--- src/rtl/buf_sched.sv ---
`default_nettype none
// ============================================================================
// Module   : buf_sched
// Desc     : Two-requester buffer lookup scheduler. Arbitrates requests
//            round-robin, looks the tag up in a 4-entry {valid, tag} table
//            and, on a miss, asks an external LFU unit for a victim index
//            before filling that entry and responding.
// Options  : BUF_SCHED_PREFILL_EN - when defined, a miss fills the lowest
//            invalid entry directly; the LFU unit is only consulted once
//            all four entries are valid.
// Revision : 1.0 - initial release
// ============================================================================
module buf_sched #(
    parameter int TAG_W = 8
) (
    input  logic             clk,
    input  logic             rst_n,
    input  logic             req0_vld,
    input  logic [TAG_W-1:0] req0_tag,
    output logic             req0_rdy,
    input  logic             req1_vld,
    input  logic [TAG_W-1:0] req1_tag,
    output logic             req1_rdy,
    output logic             rsp_vld,
    output logic             rsp_id,
    output logic [1:0]       rsp_buf,
    output logic             rsp_hit,
    input  logic             rsp_rdy,
    output logic             new_buf_req,
    output logic [1:0]       ref_buf_numbr,
    input  logic [1:0]       buf_num_replc
);

    localparam int c_NUM_BUF = 4;

    typedef enum logic [2:0] {
        S_IDLE   = 3'd0,
        S_LOOKUP = 3'd1,
        S_REQ    = 3'd2,
        S_WAIT   = 3'd3,
        S_RESP   = 3'd4
    } state_e;

    state_e             state_q;
    logic               ptr_q;
    logic [TAG_W-1:0]   tag_lat_q;
    logic               id_q;
    logic [c_NUM_BUF-1:0] valid_q;
    logic [TAG_W-1:0]   tag_q [c_NUM_BUF];

    logic               rsp_vld_q;
    logic               rsp_id_q;
    logic [1:0]         rsp_buf_q;
    logic               rsp_hit_q;
    logic               new_buf_req_q;
    logic [1:0]         ref_buf_q;

    logic               w_gnt_vld;
    logic               w_gnt_id;
    logic               w_both;
    logic [c_NUM_BUF-1:0] w_match;
    logic               w_hit;
    logic [1:0]         w_hit_idx;

    // Per-entry tag comparison against the latched request tag
    for (genvar gi = 0; gi < c_NUM_BUF; gi++) begin : g_cmp
        assign w_match[gi] = valid_q[gi] && (tag_q[gi] == tag_lat_q);
    end

    // Arbitration: pointer only breaks ties; a lone requester always wins
    always_comb begin
        w_both    = req0_vld & req1_vld;
        w_gnt_vld = req0_vld | req1_vld;
        w_gnt_id  = w_both ? ptr_q : req1_vld;
        // rdy is gated by rst_n so nothing is accepted while reset is held
        req0_rdy  = rst_n && (state_q == S_IDLE) && w_gnt_vld && !w_gnt_id;
        req1_rdy  = rst_n && (state_q == S_IDLE) && w_gnt_vld &&  w_gnt_id;
    end

    // Hit index: lowest matching entry (the table never holds duplicates)
    always_comb begin
        w_hit     = |w_match;
        w_hit_idx = 2'd0;
        for (int i = c_NUM_BUF - 1; i >= 0; i--) begin
            if (w_match[i]) w_hit_idx = 2'(i);
        end
    end

`ifdef BUF_SCHED_PREFILL_EN
    logic       w_has_free;
    logic [1:0] w_free_idx;

    // Lowest invalid entry, used to fill the table before LFU is needed
    always_comb begin
        w_has_free = ~&valid_q;
        w_free_idx = 2'd0;
        for (int i = c_NUM_BUF - 1; i >= 0; i--) begin
            if (!valid_q[i]) w_free_idx = 2'(i);
        end
    end
`endif

    // Main FSM with registered outputs and the tag table
    always_ff @(posedge clk or negedge rst_n) begin
        if (!rst_n) begin
            state_q       <= S_IDLE;
            ptr_q         <= 1'b0;
            tag_lat_q     <= '0;
            id_q          <= 1'b0;
            valid_q       <= '0;
            for (int i = 0; i < c_NUM_BUF; i++) tag_q[i] <= '0;
            rsp_vld_q     <= 1'b0;
            rsp_id_q      <= 1'b0;
            rsp_buf_q     <= 2'd0;
            rsp_hit_q     <= 1'b0;
            new_buf_req_q <= 1'b0;
            ref_buf_q     <= 2'd0;
        end else begin
            case (state_q)
                S_IDLE: begin
                    if (w_gnt_vld) begin
                        tag_lat_q <= w_gnt_id ? req1_tag : req0_tag;
                        id_q      <= w_gnt_id;
                        // Pointer only moves to a requester that was left waiting
                        if (w_both) ptr_q <= ~w_gnt_id;
                        state_q   <= S_LOOKUP;
                    end
                end
                S_LOOKUP: begin
                    if (w_hit) begin
                        rsp_buf_q <= w_hit_idx;
                        ref_buf_q <= w_hit_idx;
                        rsp_hit_q <= 1'b1;
                        rsp_id_q  <= id_q;
                        rsp_vld_q <= 1'b1;
                        state_q   <= S_RESP;
                    end
`ifdef BUF_SCHED_PREFILL_EN
                    else if (w_has_free) begin
                        valid_q[w_free_idx] <= 1'b1;
                        tag_q[w_free_idx]   <= tag_lat_q;
                        rsp_buf_q <= w_free_idx;
                        ref_buf_q <= w_free_idx;
                        rsp_hit_q <= 1'b0;
                        rsp_id_q  <= id_q;
                        rsp_vld_q <= 1'b1;
                        state_q   <= S_RESP;
                    end
`endif
                    else begin
                        new_buf_req_q <= 1'b1;
                        state_q       <= S_REQ;
                    end
                end
                S_REQ: begin
                    new_buf_req_q <= 1'b0;
                    state_q       <= S_WAIT;
                end
                S_WAIT: begin
                    // Victim index from the LFU unit is taken at this edge
                    valid_q[buf_num_replc] <= 1'b1;
                    tag_q[buf_num_replc]   <= tag_lat_q;
                    rsp_buf_q <= buf_num_replc;
                    ref_buf_q <= buf_num_replc;
                    rsp_hit_q <= 1'b0;
                    rsp_id_q  <= id_q;
                    rsp_vld_q <= 1'b1;
                    state_q   <= S_RESP;
                end
                S_RESP: begin
                    if (rsp_rdy) begin
                        rsp_vld_q <= 1'b0;
                        state_q   <= S_IDLE;
                    end
                end
                default: begin
                    state_q <= S_IDLE;
                end
            endcase
        end
    end

    assign rsp_vld       = rsp_vld_q;
    assign rsp_id        = rsp_id_q;
    assign rsp_buf       = rsp_buf_q;
    assign rsp_hit       = rsp_hit_q;
    assign new_buf_req   = new_buf_req_q;
    assign ref_buf_numbr = ref_buf_q;

endmodule
`default_nettype wire

--- config.mk ---
export PLATFORM = sky130hd
export DESIGN_NAME = buf_sched
export DESIGN_NICKNAME = d
export VERILOG_FILES = /design/src/rtl/buf_sched.sv
export SDC_FILE = /design/constraint.sdc
export NUM_CORES = 1
export LEC_CHECK = 0
export BUFFER_PORTS_ARGS = -buffer_cell sky130_fd_sc_hd__buf_2
export CORE_UTILIZATION = 53
export CTS_CLUSTER_DIAMETER = 60
export CTS_CLUSTER_SIZE = 16
export DETAILED_ROUTE_END_ITERATION = 10
export HOLD_SLACK_MARGIN = 0.15
export PLACE_DENSITY = 0.85
export SLEW_MARGIN = 20
export SYNTH_ARGS = -nofsm -noshare
export SYNTH_HDL_FRONTEND = slang
export SYNTH_SLANG_ARGS = --single-unit
--- constraint.sdc ---
create_clock -name clk -period 4.8 [get_ports clk]
set_input_delay 0.72 -clock clk [delete_from_list [all_inputs] [get_ports clk]]
set_output_delay 0.72 -clock clk [all_outputs]
set_load 0.01 [all_outputs]
==> summary.md, run 1 <==
| Metric | Value |
|---|---|
| Overflow after GRT | 0 |
| FF+latch count, synth | 55 |
| Std-Cell Core Area | 0.00482 mm2 |
| Mapped Cells | 223 |
| Total setup buffers inserted after CTS | 0 |
| Pwr/cell area | 665 mW/mm2 |
| TritonRoute pass-1 iters | 4 |
| Slew Limit Fails | 0 |
| MaxCap Viol Count | 0 |
| Via count | 1679 |
| Top cell type's share of synthesized area | 51.1% |
| Reg2reg setup slack | 2.62 ns |
| Die X | 73.3 um |
| Async SR Flop Fraction | 100% |
| Fmax | 401 MHz |
| Synth area leaders | dfrtp_1 51%, mux2_2 13%, xnor2_1 8.4% |
| CP Capture Point | req0_rdy |
| Final ANT Viol Nets | 0 |
| Total CTS buffers | 5 |
| Seq/Total Area, Yosys | 51.1% |
| Cts repair resizes | 0 |
| 1st-iter DRT viols | 67 |
| Total Wirelength | 4630 um |
| Mapped Nets | 246 |
| Worst min-delay path class | in2async |
| IO Count | 33 |
| Post-Syn Area | 0.00270 mm2 |
| Clock Latency Late Sink | 0.30 ns |
| RSZ-0062 raised after global routing | no |
| # rows | 25 |
| First-pass GRT wire length | 8100 um |
| Post-layout nets | 274 |
| Crit. End Element | output pin |
| Worst hold slack | 0.307 ns |
| Final setup vio count | 0 |
| Avg WL per Cell | 14.5 um |
| Static Leak | 1.28 nW |
| Final worst-path setup slack | 2.31 ns |
| Count leader, synth | dfrtp_1 |
| Port Buffers | 32 |
| Fin crit share | 51.9% |
| RR Endpoint | rsp_id$_DFFE_PN0P_ |
| CP Class | reg2out |
| GR Util All Layers | 20.1% |
| Depth of the CTS H-tree | 2 |
| Pre-CTS setup slack | 2.54 ns |
| Post-CTS Hold Fix Bufs | 0 |
| RePlAce Congestion | 0.753 |
| Worst-case reg-to-reg path depth | 6 |
| Root Buffer Master | clkbuf_8 |
| Cell taking the most area after synthesis | dfrtp_1 |
| CP required | 4.08 ns |
| Yosys warns | 0 |
| Worst Skew | 0.00459 ns |
| Initial core utilization | 55.9% |
| Height of the chip | 73.3 um |
| Area growth syn-to-layout | 9.52% |
| Crit Path Max Fanout | 19 |
| Clock Tree Buf Depth | 2 |
| Crit path DAT | 1.77 ns |
| Tot Pwr | 1.96 mW |
| Yosys cell types | 34 |
| Rel. slew slack | 64.9% |
| Post-synth top cells | 55 x dfrtp_1, 32 x mux2_2, 26 x xnor2_1 |
| Share of cells above drive strength 1 | 33.7% |
| Die area | 0.00537 mm2 |
| Via density | 5.26 |
| DP Wirelength | 3270 um |
| # DRC | 0 |
| Number of global-route vias before repair | 1709 |
| Main synth FF type | dfrtp_1 |
| Ant diodes | 0 |
| Clock sink count | 55 |
| Avg Synthesized Cell Area | 12.1 um2 |
| EDFF count, synth | 0 |
| Peak VDD IR | 242 uV |
| Final min period | 2.49 ns |
| TritonCTS clock tree | built |
| Initial antenna violation count | 0 |
| Final hold vios | 0 |
| Critical Path Source | state_q[0]$_DFFE_PN0P_ |
| CP Launch Type | flip-flop |
| Setup TNS | 0 ns |
| Worst-path clk slew | 0.09 ns |
| Worst-margin pin slew | 0.527 ns |
| R2R Path Start | tag_lat_q[2]$_DFFE_PN0P_ |
| Largest net degree at the start of global routing | 43 |
| Status | completed |
cells in the final DEF, fill, tap and decap left out, types with 2 or more instances in the layout:
| master | instances |
|---|---|
| clkbuf_8 | 7 |
| xor2_1 | 7 |
| buf_2 | 32 |
| mux2i_1 | 9 |
| nand3_1 | 6 |
| or2_2 | 3 |
| o21ai_0 | 3 |
| dfrtp_1 | 55 |
| nor3_1 | 6 |
| o31ai_1 | 2 |
| o41ai_1 | 2 |
| a21oi_1 | 12 |
| nand4_1 | 4 |
| nand2_1 | 6 |
| nor2_1 | 13 |
| mux2_4 | 2 |
| inv_1 | 7 |
| nor2_2 | 2 |
| xnor2_1 | 26 |
| mux2_2 | 32 |
| buf_4 | 3 |
kinds of logic (layout without fill, tap and decap cells):
| group | count (synthesis) | count (layout) | synth area share, % |
|---|---|---|---|
| simple gates | 47 | 47 | 9.70 |
| mux | 43 | 43 | 17.8 |
| xor+xnor | 33 | 33 | 10.7 |
| flops | 55 | 55 | 51.1 |
| compound gates | 24 | 24 | 5.62 |
| buf+inv | 21 | 50 | 5.06 |
worst max-delay path: stages (launching register included):
cell	delay (ns)
dfrtp_1	0.46
nor3_1	0.29
nor2b_1	0.18
buf_4	0.24
and3_1	0.17
buf_2	0.12
report_power, final:
group / switching (mW) / leakage (nW) / internal, mW / total, mW
combinational: 0.307 / 0.585 / 0.429 / 0.736
clock: 0.143 / 0.0515 / 0.132 / 0.275
sequential: 0.258 / 0.641 / 0.695 / 0.953
total: 0.708 / 1.28 / 1.26 / 1.96
per-stage QoR:
| stage | util (%) | std cells | instance area, um2 |
|---|---|---|---|
| floorplan | - | 223 | 2700 |
| global placement | 59.2 | 311 | 2850 |
| detailed placement | 59.2 | 311 | 2850 |
| CTS | 61.3 | 319 | 2950 |
| global route | 61.3 | 319 | 2950 |
| finish | 61.3 | 319 | 2950 |
area by class of cell:
| class | count | area, um2 |
|---|---|---|
| fill | 401 | 1870 |
| sequential | 55 | 1380 |
| multi-input combinational | 147 | 1180 |
| timing repair buffer | 35 | 183 |
| clock buffer | 8 | 100 |
| tap | 67 | 83.8 |
| inverter | 7 | 26.3 |
routing by layer:
metal | track usage [%] | vias to the layer above | share of wire, %
met5 | 0 | - | 0
met4 | 5.77 | 0 | 1.4
met3 | 4.66 | 5 | 3.5
met2 | 33.0 | 28 | 48
met1 | 26.8 | 831 | 47
li1 | - | 815 | -
state kept, by name (all words and copies together), names as in the netlist:
| register | cells |
|---|---|
| new_buf_req | 1 |
| rsp_hit | 1 |
| tag_q | 32 |
| ptr_q | 1 |
| valid_q | 4 |
| rsp_vld | 1 |
| tag_lat_q | 8 |
| state_q | 3 |
| rsp_id | 1 |
| ref_buf_numbr | 2 |
| id_q | 1 |
worst min path at each step:
stage | start | endpoint | depth (start not counted)
3_3_place_gp | valid_q[3]$_DFFE_PN0P_ | valid_q[3]$_DFFE_PN0P_ | 1
4_1_cts | rst_n | tag_q[6]$_DFFE_PN0P_ | 1
2_1_floorplan | rst_n | id_q$_DFFE_PN0P_ | 0
5_1_grt | rst_n | tag_q[6]$_DFFE_PN0P_ | 1
6_report | rst_n | tag_q[6]$_DFFE_PN0P_ | 1
3_5_place_dp | valid_q[2]$_DFFE_PN0P_ | valid_q[2]$_DFFE_PN0P_ | 1
(Power assumes the default switching activity.)
==> inputs of run 2 (changes only) <==
--- a/config.mk
+++ b/config.mk
@@ -5,13 +5,14 @@
 export SDC_FILE = /design/constraint.sdc
 export NUM_CORES = 1
 export LEC_CHECK = 0
+export ABC_AREA = 1
 export BUFFER_PORTS_ARGS = -buffer_cell sky130_fd_sc_hd__buf_2
 export CORE_UTILIZATION = 53
 export CTS_CLUSTER_DIAMETER = 60
 export CTS_CLUSTER_SIZE = 16
 export DETAILED_ROUTE_END_ITERATION = 10
 export HOLD_SLACK_MARGIN = 0.15
-export PLACE_DENSITY = 0.85
+export PLACE_DENSITY = 0.84
 export SLEW_MARGIN = 20
 export SYNTH_ARGS = -nofsm -noshare
 export SYNTH_HDL_FRONTEND = slang
==> constraint.sdc (replaced) <==
create_clock -name clk -period 2.45 [get_ports clk]
set_input_delay 0.3675 -clock clk [delete_from_list [all_inputs] [get_ports clk]]
set_output_delay 0.3675 -clock clk [all_outputs]
set_load 0.01 [all_outputs]
==> run 2 against run 1 <==
Compared with the run above: first-iteration DRC count increased to 3.1 times the previous value; non-clock buffer count decreased by 1; final cell count increased by 49%; combinational power increased by 140%; synthesized area increased by 7.3%; critical endpoint unchanged; worst setup slack got worse by 1.9 ns; clock-buffer cell count decreased by 3.
==> summary.md, run 2 <==
| Metric | Value |
|---|---|
| Std-Cell Core Area | 0.00517 mm2 (+7.4%) |
| RR Endpoint | tag_q[0]$_DFFE_PN0P_ |
| Crit path DAT | 1.64 ns (-0.13 ns) |
| Pre-CTS setup slack | 0.760 ns (-1.78 ns) |
| TritonRoute pass-1 iters | 4 (unchanged) |
| Post-Syn Area | 0.00289 mm2 (+7.3%) |
| Area growth syn-to-layout | 8.30% |
| Peak VDD IR | 665 uV (+180%) |
| Rel. slew slack | 54.6% (-10 points) |
| Top reg by flops | tag_q |
| Final setup vio count | 0 (unchanged) |
| Slowest cell on crit path | dfrtp_1 |
| Count leader, synth | nand2_1 |
| Final instance area | 0.00313 mm2 (+6.1%) |
| CP Capture Point | req0_rdy |
| Slew Limit Fails | 0 (unchanged) |
| Total Wirelength | 5880 um (+27%) |
| Die X | 75.9 um (+3.5%) |
| Fin crit share | 81.8% |
| Final worst-path setup slack | 0.446 ns (-1.86 ns) |
| Fmax | 499 MHz |
| Total setup buffers inserted after CTS | 0 (unchanged) |
| Cell taking the most area after synthesis | dfrtp_1 |
| TritonCTS clock tree | built |
| Top cell type's share of synthesized area | 47.6% (-3.5 points) |
| DR WL met3 | 282 um (+74%) |
| Final min period | 2.00 ns |
| Clock Tree Buf Depth | 2 (unchanged) |
| Crit. End Element | output pin |
| Yosys cell types | 28 (-18%) |
| CP required | 2.08 ns (-2.00 ns) |
| Most frequent cells in the layout | 125 x nand2_1, 55 x dfrtp_1, 37 x inv_1, 36 x nor2_1, 32 x buf_2 |
| EDFF count, synth | 0 (unchanged) |
| Post-layout nets | 426 (+55%) |
| 1st-iter DRT viols | 207 (+210%) |
| Detail Route met2 WL | 2710 um (+22%) |
| Via density | 5.11 (-2.8%) |
| # placed instances | 466 (+50%) |
| RSZ-0062 raised after global routing | no |
| Status | completed |
| Total CTS buffers | 5 (unchanged) |
| Ant diodes | 0 (unchanged) |
| Async SR Flop Fraction | 100% (unchanged) |
| Initial antenna violation count | 0 (unchanged) |
| R2R Path Start | state_q[2]$_DFFE_PN0P_ |
| Critical Path Source | state_q[0]$_DFFE_PN0P_ |
| Clock sink count | 55 (unchanged) |
| Depth of the CTS H-tree | 2 (unchanged) |
| Wl on met1 | 2800 um (+28%) |
| Mapped Nets | 399 (+62%) |
| RePlAce Congestion | 0.849 (+13%) |
| GR Util All Layers | 22.8% (+2.7 points) |
| Yosys warns | 0 (unchanged) |
| Clock Latency Late Sink | 0.31 ns (about the same) |
| Most common cell after layout, fill and taps aside | nand2_1 |
| DP Wirelength | 4350 um (+33%) |
| Layout Utilization | 60.6% (-0.70 points) |
| Reg2reg setup slack | 0.69 ns (-1.93 ns) |
| Max reg flops | 32 (unchanged) |
| Avg WL per Cell | 12.4 um (-15%) |
| CP max stage delay | 0.43 ns (-0.03 ns) |
| Cts repair resizes | 0 (unchanged) |
| Worst-case reg-to-reg path depth | 5 (-1) |
| Largest net degree at the start of global routing | 56 (+30%) |
| Crit-path cells | nor2_1 -> nand2_1 -> nor2_1 -> buf_4 -> inv_1 -> nor3_1 -> buf_2 |
| Worst-margin pin slew | 0.681 ns (+0.154 ns) |
| Worst-path clk slew | 0.10 ns (about the same) |
| # rows | 26 (+4.0%) |
| DP Area | 0.00304 mm2 (+6.8%) |
| Setup TNS | 0 ns (unchanged) |
| Height of the chip | 75.9 um (+3.5%) |
| Die area | 0.00576 mm2 (+7.1%) |
| Port Buffers | 32 (unchanged) |
| Max layer used | met4 |
| Final hold vios | 0 (unchanged) |
| Fin cells | 474 (+49%) |
| Post-synth top cells | 125 x nand2_1, 55 x dfrtp_1, 37 x inv_1 |
| Number of global-route vias before repair | 2097 (+23%) |
| CP most frequent cell | nor2_1 |
| Pwr/cell area | 1250 mW/mm2 (+88%) |
| Initial core utilization | 55.9% (about the same) |
| Synth area leaders | dfrtp_1 48%, nand2_1 16%, inv_1 4.8% |
| Crit Path Max Fanout | 18 (-1) |
| Final ANT Viol Nets | 0 (unchanged) |
| Via count | 2424 (+44%) |
| IO Count | 33 (unchanged) |
| Post-CTS Hold Fix Bufs | 0 (unchanged) |
| FF+latch count, synth | 55 (unchanged) |
| Static Leak | 1.63 nW (+27%) |
| Main synth FF type | dfrtp_1 |
| Mapped Cells | 376 (+69%) |
| Overflow after GRT | 0 (unchanged) |
| Share of cells above drive strength 1 | 17.8% (-16 points) |
| Avg Synthesized Cell Area | 7.69 um2 (-36%) |
| Worst min-delay path class | in2async |
| Seq/Total Area, Yosys | 47.6% (-3.5 points) |
| Worst Skew | 0.00750 ns (+0.00290 ns) |
| Root Buffer Master | clkbuf_8 |
| First-pass GRT wire length | 9710 um (+20%) |
| CP Launch Type | flip-flop |
| MaxCap Viol Count | 0 (unchanged) |
| Largest regs | tag_q: 32 flops, tag_lat_q: 8 flops, valid_q: 4 flops |
| # DRC | 0 (unchanged) |
| CP Class | reg2out |
==> run 2: worst max-delay path: cells and delay by family, from the launching register on <==
family        cells  cell delay (ns)
buf+inv           3             0.43
flops             1             0.43
simple gates      4             0.48
==> run 2: power by group <==
group          internal (mW)  switching, mW
clock                  0.200          0.301
sequential              1.29          0.369
combinational          0.680           1.08
==> run 2: layer usage <==
metal	vias to the layer above	GRT usage [%]
li1	1228	-
met1	1128	33.1
met2	59	33.9
met3	9	4.89
met4	0	7.82
met5	-	0
==> run 2: cells by family (layout without fill, tap and decap cells) <==
| logic type | Yosys count | after routing | synth area share (%) |
|---|---|---|---|
| DFF | 55 | 55 | 47.6 |
| AOI/OAI and AO/OA | 59 | 59 | 12.0 |
| and+or+nand+nor | 195 | 195 | 28.3 |
| xor gates and xnor gates | 8 | 8 | 2.42 |
| buffers and inverters | 59 | 87 | 9.69 |
==> run 2: worst min path at each step <==
stage                                 startpoint  cells after the start                endpoint
after detailed placement  valid_q[0]$_DFFE_PN0P_                      2  valid_q[0]$_DFFE_PN0P_
after global placement    valid_q[3]$_DFFE_PN0P_                      2  valid_q[3]$_DFFE_PN0P_
after floorplan                            rst_n                      0        id_q$_DFFE_PN0P_
after CTS                                  rst_n                      2  valid_q[0]$_DFFE_PN0P_
final                                      rst_n                      2   tag_q[11]$_DFFE_PN0P_
after global routing                       rst_n                      2  valid_q[0]$_DFFE_PN0P_
==> run 2: area by class of cell <==
cell class / instances / area, um2
Fill cell: 436 / 2040
Sequential cell: 55 / 1380
Multi-Input combinational cell: 262 / 1240
Timing Repair Buffer: 34 / 175
Inverter: 45 / 169
Tap cell: 70 / 87.6
Clock buffer: 5 / 68.8
Clock inverter: 3 / 20.0
==> run 2: metrics by stage <==
stage / hold slack (ns) / total power [mW]
final: 0.250 / 3.91
after global routing: 0.306 / 4.30
after CTS: 0.289 / 3.93
after detailed placement: 0.440 / 3.42
after global placement: 0.435 / 3.34
after floorplan: 0.0719 / 3.03
==> inputs of run 3 (changes only) <==
==> constraint.sdc (replaced) <==
create_clock -name clk -period 1.85 [get_ports clk]
set_input_delay 0.2775 -clock clk [delete_from_list [all_inputs] [get_ports clk]]
set_output_delay 0.2775 -clock clk [all_outputs]
set_load 0.01 [all_outputs]
==> run 3 against run 2 <==
Compared with the run above: clock skew grew 0.0028 ns; sequential cell count unchanged; worst hold slack worse by 0.088 ns; worst setup slack lost 0.32 ns; cell area grew 1.3%; sequential share of layout area down 0.53 points; global-route usage grew 0.98 points; clock power increased by 38%; power is 36% higher; clock-buffer cell count is 1 higher; largest cell class unchanged.
==> summary.md, run 3 (synthesized netlist as in run 2, its figures left out) <==
| Metric | Value |
|---|---|
| CP max stage delay | 0.45 ns (+0.02 ns) |
| Worst-margin pin slew | 0.712 ns (+0.0314 ns) |
| Final setup vio count | 0 (unchanged) |
| Clock sink count | 55 (unchanged) |
| Crit. End Element | output pin |
| Std-Cell Core Area | 0.00517 mm2 (unchanged) |
| Via density | 5.14 (+0.59%) |
| Crit-path cells | nor2_4 -> nand2_1 -> nor2_2 -> inv_1 -> nor3_1 -> buf_2 |
| Die area | 0.00576 mm2 (unchanged) |
| Root Buffer Master | clkbuf_8 |
| Clock Tree Buf Depth | 2 (unchanged) |
| # DRC | 0 (unchanged) |
| Fmax | 581 MHz |
| Total Wirelength | 6250 um (+6.2%) |
| Reg2reg setup slack | 0.14 ns (-0.55 ns) |
| Avg WL per Cell | 13.1 um (+5.3%) |
| Crit Path Max Fanout | 4 (-14) |
| TritonCTS clock tree | built |
| Via count | 2459 (+1.4%) |
| GR Util All Layers | 23.8% (+0.98 points) |
| MaxCap Viol Count | 0 (unchanged) |
| Die X | 75.9 um (unchanged) |
| GRT met2 Usage | 36.5% (+2.6 points) |
| Ant diodes | 0 (unchanged) |
| Clock Latency Late Sink | 0.32 ns (about the same) |
| IO Count | 33 (unchanged) |
| TritonRoute pass-1 iters | 4 (unchanged) |
| Area growth syn-to-layout | 9.73% |
| Setup TNS | 0 ns (unchanged) |
| Fin crit share | 93.0% |
| Pre-CTS setup slack | 0.198 ns (-0.562 ns) |
| # rows | 26 (unchanged) |
| Peak VDD IR | 971 uV (+46%) |
| Overflow after GRT | 0 (unchanged) |
| Initial antenna violation count | 0 (unchanged) |
| Share of cells above drive strength 1 | 19.1% (+1.3 points) |
| Worst-path clk slew | 0.10 ns (about the same) |
| Slowest cell on crit path | dfrtp_2 |
| Post-CTS Hold Fix Bufs | 0 (unchanged) |
| Cell family with most CP delay | simple AND/OR/NAND/NOR gates |
| Max reg flops | 32 (unchanged) |
| Most frequent cells in the layout | 125 x nand2_1, 54 x dfrtp_1, 37 x inv_1, 34 x nor2_1, 32 x buf_2 |
| Layout Utilization | 61.4% (+0.80 points) |
| Worst Skew | 0.0103 ns (+0.00284 ns) |
| CP Launch Type | flip-flop |
| RSZ-0062 raised after global routing | no |
| 1st-iter DRT viols | 219 (+5.8%) |
| Port Buffers | 32 (unchanged) |
| Final hold vios | 0 (unchanged) |
| GRT Max-Usage Layer | met2 |
| CP required | 1.57 ns (-0.51 ns) |
| Initial core utilization | 55.9% (unchanged) |
| Largest regs | tag_q: 32 flops, tag_lat_q: 8 flops, valid_q: 4 flops |
| Final instance area | 0.00317 mm2 (+1.3%) |
| CP Class | reg2out |
| DP Wirelength | 4450 um (+2.4%) |
| Top reg by flops | tag_q |
| Crit path DAT | 1.44 ns (-0.20 ns) |
| Depth of the CTS H-tree | 2 (unchanged) |
| Total CTS buffers | 5 (unchanged) |
| Slew Limit Fails | 0 (unchanged) |
| Post-layout nets | 430 (+0.94%) |
| Height of the chip | 75.9 um (unchanged) |
| Static Leak | 1.65 nW (+1.3%) |
| Final worst-path setup slack | 0.130 ns (-0.316 ns) |
| Rel. slew slack | 52.5% (-2.1 points) |
| Largest net degree at the start of global routing | 56 (unchanged) |
| Pwr/cell area | 1680 mW/mm2 (+34%) |
| Final ANT Viol Nets | 0 (unchanged) |
| M1 GR Usage | 34.0% (+0.91 points) |
| Total setup buffers inserted after CTS | 0 (unchanged) |
| Buffer and inverter count on the worst path | 2 (-1) |
| Final min period | 1.72 ns |
| Worst min-delay path class | in2async |
| RePlAce Congestion | 0.876 (+3.2%) |
| First-pass GRT wire length | 10000 um (+3.0%) |
| Status | completed |
| DP Area | 0.00307 mm2 (+0.99%) |
| Most common cell after layout, fill and taps aside | nand2_1 |
| Number of global-route vias before repair | 2119 (+1.0%) |
| M3 GR Usage | 3.97% (-0.93 points) |
==> run 3: worst paths after layout <==
check	from	end	depth (start not counted)
max in group asynchronous	rst_n	state_q[0]$_DFFE_PN0P_	2
worst max register to register	state_q[2]$_DFFE_PN0P_	tag_q[20]$_DFFE_PN0P_	7
min in group clk	req0_tag[0]	tag_lat_q[0]$_DFFE_PN0P_	3
worst max-delay path	state_q[0]$_DFFE_PN0P_	req0_rdy	6
worst min register to register	valid_q[0]$_DFFE_PN0P_	valid_q[0]$_DFFE_PN0P_	2
worst min-delay path	rst_n	valid_q[0]$_DFFE_PN0P_	2
==> run 3: repair_timing <==
item / in CTS / in global routing
hold endpoints to repair: 0 / 0
endpoints found under the setup margin: 0 / 2
gates resized for setup: 0 / 4
==> run 3: power breakdown <==
part | switching, mW | total [mW] | internal [mW] | leakage (nW)
Combinational | 1.51 | 2.45 | 0.944 | 0.924
Sequential | 0.483 | 2.19 | 1.71 | 0.683
Clock | 0.418 | 0.691 | 0.273 | 0.0418
==> run 3: worst register-to-register path: cells and delay by family (launching register included) <==
kind | cells | cell delay [ns]
AND/OR/NAND/NOR | 5 | 1.00
flip-flops | 1 | 0.43
buffers and inverters | 1 | 0.09
AO/OA/AOI/OAI | 1 | 0.07
==> run 3: cell type report <==
cell class	count	area [um2]
clock inverters	2	16.3
inverters	45	169
multi-input cells	262	1250
clock buffers	6	72.6
repair buffers	38	205
flip-flops and latches	55	1380
well taps	70	87.6
fillers	436	2000
==> run 3: stage by stage <==
stage / std cells / hold WS, ns / power [mW]
3_3_place_gp: 470 / 0.436 / 4.51
5_1_grt: 478 / 0.224 / 5.80
3_5_place_dp: 470 / 0.439 / 4.59
2_1_floorplan: 376 / -0.0181 / 4.01
4_1_cts: 478 / 0.201 / 5.28
6_report: 478 / 0.162 / 5.33
==> run 3: per-layer routing <==
| layer | vias up | part of all wire [%] |
|---|---|---|
| met5 | - | 0 |
| met3 | 10 | 4.1 |
| met2 | 70 | 45 |
| met1 | 1148 | 48 |
| met4 | 0 | 2.2 |
| li1 | 1231 | - |
